[src/rtl/divider.sv]
// divider: iterative 64-bit radix-2 restoring divider, signed/unsigned, one quotient bit per cycle
module divider (
  input  logic        clk,
  input  logic        rst_n,
  input  logic        in_valid,
  input  logic        flush,
  input  logic        is_signed,
  input  logic [63:0] a,
  input  logic [63:0] b,
  output logic        stallreq,
  output logic        out_valid,
  output logic [63:0] quotient,
  output logic [63:0] remainder
);
  typedef enum logic [1:0] {IDLE, CALC, DONE} state_t;
  state_t      r_state;
  logic [6:0]  r_cnt;
  logic [63:0] r_rem, r_q, r_b;
  logic        r_qneg, r_rneg;
  logic [63:0] w_abs_a, w_abs_b, w_diff, w_r_nxt, w_q_nxt;
  logic [64:0] w_sh;
  logic        w_ge;
  assign w_abs_a  = (is_signed & a[63]) ? -a : a;
  assign w_abs_b  = (is_signed & b[63]) ? -b : b;
  // partial remainder stays below |b|, so 64 bits hold it; the shifted value needs one more
  assign w_sh     = {r_rem, r_q[63]};
  assign w_ge     = w_sh >= {1'b0, r_b};
  assign w_diff   = w_sh[63:0] - r_b;
  assign w_r_nxt  = w_ge ? w_diff : w_sh[63:0];
  assign w_q_nxt  = {r_q[62:0], w_ge};
  assign stallreq = (r_state == IDLE && in_valid && !flush) || r_state == CALC;
  always_ff @(posedge clk) begin
    if (!rst_n) begin
      r_state   <= IDLE;
      r_cnt     <= '0;
      quotient  <= '0;
      remainder <= '0;
      out_valid <= 1'b0;
    end else begin
      out_valid <= 1'b0;
      if (flush) begin
        r_state <= IDLE;
        r_cnt   <= '0;
      end else begin
        case (r_state)
          IDLE: if (in_valid) begin
            r_qneg <= is_signed & (a[63] ^ b[63]);
            r_rneg <= is_signed & a[63];
            r_b    <= w_abs_b;
            r_rem  <= '0;
            r_q    <= w_abs_a;
            if (b == '0) begin
              quotient  <= '1;
              remainder <= a;
              out_valid <= 1'b1;
              r_state   <= DONE;
            end else begin
              r_cnt   <= 7'd64;
              r_state <= CALC;
            end
          end
          CALC: begin
            r_rem <= w_r_nxt;
            r_q   <= w_q_nxt;
            r_cnt <= r_cnt - 7'd1;
            if (r_cnt == 7'd1) begin
              quotient  <= r_qneg ? -w_q_nxt : w_q_nxt;
              remainder <= r_rneg ? -w_r_nxt : w_r_nxt;
              out_valid <= 1'b1;
              r_state   <= DONE;
            end
          end
          default: r_state <= IDLE;
        endcase
      end
    end
  end
endmodule

[config.mk]
export PLATFORM = sky130hd
export DESIGN_NAME = divider
export DESIGN_NICKNAME = d
export VERILOG_FILES = /design/src/rtl/divider.sv
export SDC_FILE = /design/constraint.sdc
export NUM_CORES = 1
export LEC_CHECK = 0
export CAP_MARGIN = 40
export CORE_MARGIN = 3
export CORE_UTILIZATION = 40
export CTS_CLUSTER_SIZE = 8
export DETAILED_ROUTE_END_ITERATION = 16
export SYNTH_ARGS = -nofsm -noshare
export SYNTH_HDL_FRONTEND = slang
export SYNTH_SLANG_ARGS = --single-unit
[constraint.sdc]
create_clock -name clk -period 23.7 [get_ports clk]
set_input_delay 4.74 -clock clk [delete_from_list [all_inputs] [get_ports clk]]
set_output_delay 4.74 -clock clk [all_outputs]
set_load 0.02 [all_outputs]
# == Word level (Yosys, flattened, before mapping) ==
# Cells that the tools add are included.
# word_totals
ff_bits,332
input_bits,133
word_cells,70
# classes
n_addsub,6
magnitude_cmp,1
eq_ne,6
mux,28
bitwise_logic,6
n_reduce_logical,13
# ops
cell,n
2-to-1 mux 64 bit,13
case mux 64 bit (2 select lines),4
negator 64 bit,4
>= comparator 65 x 64 -> 1 bit,1
zero test 64 bit,1
subtractor 64 bit,1
2-to-1 mux 7 bit,2
case mux 7 bit (2 select lines),1
AND reduction 4 bit,2
== test 7 x 1 -> 1 bit (second input constant),1
subtractor 7 x 1 -> 7 bit (second input constant),1
2-to-1 mux 2 bit,3
AND reduction 5 bit,1
inequality test 2 x 1 -> 1 bit (second input constant),2
inequality test 2 bit (second input constant),2
case mux 2 bit (2 select lines),1
bitwise AND 1 bit,3
2-to-1 mux 1 bit,3
AND reduction 3 bit,1
== test 2 x 1 -> 1 bit (second input constant),1
logical AND 1 bit,2
zero test 2 bit,1
NOT 1 bit,2
case mux 1 bit (2 select lines),1
other kinds (6),6

# == Logic depth before layout (Yosys ltp) ==
# logic_depth
word_depth,6
depth_mapped,30

# == Worst setup path after synthesis ==
# No wires, ideal clock.
# synth_path
path_kind,input -> register
from,input rst_n
to,register r_q[0] (enable)
setup_ns,0.772
arrival_ns,14.129
slack_ns,8.799
path_stages,4
path_buffers,2
path_cell_list,clkbuf_1 clkbuf_1 nand2_1 nor3_1
# synth_via
elab_chain_cells,1
# synth_rtl
element,line,source
start: declaration,4,"input logic rst_n,"
AND reduction 4 bit (no source line),--,
end signal: assignment,51,r_q <= w_abs_a;
end signal: assignment,64,r_q <= w_q_nxt;
end: declaration,18,"logic [63:0] r_rem, r_q, r_b;"
# Every way passes these cells.
# A chain may end at the register's enable or synchronous reset.

# == Worst setup path in the final report ==
# layout_path
from,input flush
to,output stallreq
# layout_via
elab_chain_cells,3
# layout_rtl
element,line,source
start: declaration,6,"input logic flush,"
zero test 1 bit,31,assign stallreq = (r_state == IDLE && in_valid && !flush) || r_state == CALC;
logical AND 1 bit,31,
logical OR 1 bit,31,
end: declaration,10,"output logic stallreq,"
# Every way passes these cells.

==> impl_metrics.tcl <==
set metrics [dict create \
    grt_max_degree 100 \
    multi_input_area_sq_um 14100 \
    core_sq_um 58200 \
    grt_pass1_vias 21073 \
    ys_seq_area_frac 0.362 \
    max_freq_ghz 0.0917 \
    crit_top_cell "clkdlybuf4s50_1" \
    num_vias 22647 \
    syn_area_sq_um 23700 \
    cp_data_arrival_time_ns 6.17 \
    totalWireLength_um 80200 \
    first_iter_violations 1764 \
    crit_type "input pin to output pin" \
    placed_cell_area_sq_um 26900 \
    postSynth.asyncResetShare 0 \
    clkLatencyLatePin_ns 0.59 \
    ys_ff_latch 332 \
    clock_skew_ns 0.0198 \
    drv_cap 0 \
    synth_top_area_frac 0.245 \
    routed_via_density 5.84 \
    power_per_cell_area_nw_per_um2 55.1 \
    syn-num-nets 3114 \
    post-route-util 0.486 \
    worstPathCellList "clkdlybuf4s50_1 -> inv_1 -> a21oi_1 -> nor2_1 -> clkdlybuf4s50_1" \
    r2r_setup_slack_ns 16.19 \
    tritoncts "yes" \
    synth_warnings 0 \
    fp.dieH_um 250 \
    num_rows 88 \
    cp_num_buf_inv 3 \
    timing_hold_violations_final 0 \
    ctsHoldBuffers 0 \
    fin_crit_sh 0.460 \
    yosysUniqueCellTypes 83 \
    drc 0 \
    startpoint_type "input pin" \
    grt_antenna_before_repair 0 \
    critPathTopFamily "buffers and inverters" \
    dr.pass1.iters 8 \
    final_net_count 3279 \
    final_max_slew_viol_count 0 \
    wl_per_cell_um 20.7 \
    worst_pin_slew_ns 0.883 \
    muxShareOfSynthArea 0.0162 \
    drive_gt1_frac 0.0402 \
    worst_path_largest_cell_delay_ns 0.56 \
    grt_usage 0.246 \
    crit_path_max_fanout 3 \
    area_delta_synth_final_pct 19.2 \
    r2r-start "r_rem[32]" \
    rsz0062_at_grt "no" \
    synth.area.top_cells "edfxtp_1, dfxtp_1, o21ai_0" \
    gp_congestion 0.904 \
    ioPinCount 263 \
    worstHoldStart "remainder[34]" \
    cts_sinks 332 \
    r2r-end "remainder[62]" \
    status "completed" \
    cts_buffers 47 \
    overflow 0 \
    clockBufferDepth 3 \
    slew_headroom 0.412 \
    synth_xor_xnor_area_share 0.106 \
    grt_first_pass_wirelength_um 123000 \
    cts_resized 0 \
    synth_edf_count 194 \
    synth_top_family_by_area "compound AO/OA/AOI/OAI gates" \
    period_needed_ns 10.91 \
    avgSynthCellArea_sq_um 8.16 \
    worstHoldPathType "flip-flop to flip-flop" \
    vdd_drop_max_uv 46.2 \
    cts-root-buf "clkbuf_16" \
    synth_compound_area_frac 0.224 \
    finalSetupTns_ns 0 \
    hpwl_um 62200 \
    synth_ff_type "edfxtp_1" \
    cts_setup_buffers 0 \
    syn_inst 2910 \
    ff_latch_area_sq_um 8590 \
    cts_max_level 2 \
    setup_violations 0 \
    die_w_um 250 \
    antenna_left 0 \
    critPathCaptureType "output pin" \
    worstPathRequired_ns 18.96 \
    leakagePower_nw 9.94 \
    io_buffer_count 262 \
    reg2reg_depth 22 \
    hold_depth 2 \
    hold_path_end "remainder[34]" \
    critPathSlowestCell "clkdlybuf4s50_1" \
    path_clk_slew_ns 0.05 \
    initial_core_util 0.408 \
    die_area_sq_um 62300 \
    synth_simple_gate_area_frac 0.209 \
    synthAdderAreaFrac 0.0377 \
    worst-path-stages 5 \
    synth_top_area_cell "edfxtp_1" \
    final_cell_area_sq_um 28300 \
    antenna_cells 0 \
    fill_cells 5654 \
]
[per-layer routing]
metal / up-vias / wire, um / global-route usage
li1: 10977 / - / -
met1: 10758 / 38600 / 0.373
met2: 813 / 34400 / 0.374
met3: 99 / 5540 / 0.0276
met4: 0 / 1660 / 0.0575
met5: - / 0 / 0
[worst register-to-register path, cell delays in order (launching register included)]
cell and delay, ns:
edfxtp_1 0.52, ha_1 0.58, nand4_1 0.35, nor3_1 0.36, nand4_1 0.25, o41ai_1 0.48, a211oi_1 0.09, buf_2 0.18
o21ai_4 0.08, buf_4 0.57, nand2_1 0.18, o21ai_0 0.26, ha_1 0.36, nand2_1 0.09, or4_1 0.61, nand4b_1 0.26
o41ai_1 0.56, o21a_1 0.39, and4b_1 0.43, nand4_1 0.23, o21ai_0 0.26, xor2_1 0.21, o31ai_1 0.08
[area by class of cell]
| cell class | instances | area share |
|---|---|---|
| multi-input combinational | 2298 | 0.498 |
| clock buffer | 83 | 0.0471 |
| timing repair buffer | 291 | 0.101 |
| inverter | 105 | 0.0139 |
| clock inverter | 3 | 0.00195 |
| sequential | 332 | 0.303 |
| tap | 765 | 0.0338 |
[registers in the layout, summed over array words and instances (netlist names), 2 cells and up]
name	cells
r_b	64
r_q	64
remainder	64
r_state	2
quotient	64
r_rem	64
r_cnt	7
[cell usage in the layout (no fill, tap or decap), types with 8 or more instances in the layout]
cell type,n
nand2_1,337
nor2_1,284
o21ai_0,271
clkdlybuf4s50_1,261
a21oi_1,254
edfxtp_1,194
xnor2_1,153
dfxtp_1,138
xor2_1,134
inv_1,102
nor3_1,84
ha_1,70
o31ai_1,58
or3_1,57
nand3_1,56
clkbuf_16,48
a311oi_1,43
a31oi_1,40
nand4_1,37
mux2i_1,35
clkbuf_1,35
nor4_1,28
or4_1,26
a211oi_1,24
buf_4,24
a21o_1,23
o211ai_1,21
o41ai_1,21
and3_1,19
and2_1,17
nand2b_1,16
or2_2,13
and4_1,11
o21bai_1,10
a221oi_1,9
o21a_1,9
nand3b_1,8
[cells in the mapped netlist, drive strengths merged (8+ instances only)]
cell type	instances
or4	28
mux2i	35
o21bai	10
o21a	9
nand3	57
ha	70
a31oi	40
nand2b	17
a211oi	25
a221oi	9
clkbuf	141
a21o	23
buf	34
nor2	285
o31ai	58
dfxtp	138
or2	13
o41ai	21
nor4	29
or3	63
nor3	86
a311oi	43
edfxtp	194
xor2	134
nand3b	8
nand2	338
inv	104
o21ai	275
a21oi	254
and4	11
nand4	38
and2	19
xnor2	153
o211ai	21
and3	19
[how the worst max path moves through the flow]
stage | from | endpoint | slack (ns)
2_1_floorplan | rst_n | r_q[0] | 8.80
4_1_cts | flush | stallreq | 12.80
5_1_grt | b[2] | remainder[59] | 12.58
3_5_place_dp | b[2] | remainder[59] | 12.35
3_3_place_gp | b[2] | remainder[59] | 12.46
6_report | flush | stallreq | 12.79
[kinds of logic (layout without fill, tap and decap cells)]
kind of cell | count (synthesis) | count (layout)
multiplexers | 38 | 38
AO/OA/AOI/OAI | 864 | 864
flip-flops | 332 | 332
XOR/XNOR | 287 | 287
adder cells (fa/ha/maj) | 71 | 71
buffers and inverters | 280 | 482
AND/OR/NAND/NOR | 1038 | 1038
[through the flow]
step	instances	worst slack, ns	power [mW]	hold slack, ns
final	3877	12.79	1.56	0.469
after global routing	3877	12.58	1.62	0.493
after detailed placement	3791	12.35	0.924	0.463
after CTS	3877	12.80	1.57	0.470
after global placement	3786	12.46	0.919	0.446
after floorplan	2910	8.80	0.828	0.450
[report_power, final]
part           switching [mW]  total [mW]  internal (mW)  leakage [nW]
registers              0.0137       0.645          0.631          2.92
logic                   0.171       0.273          0.103          6.37
clock network           0.262       0.642          0.379         0.658
Note: power is estimated with default switching activity, not from simulation.
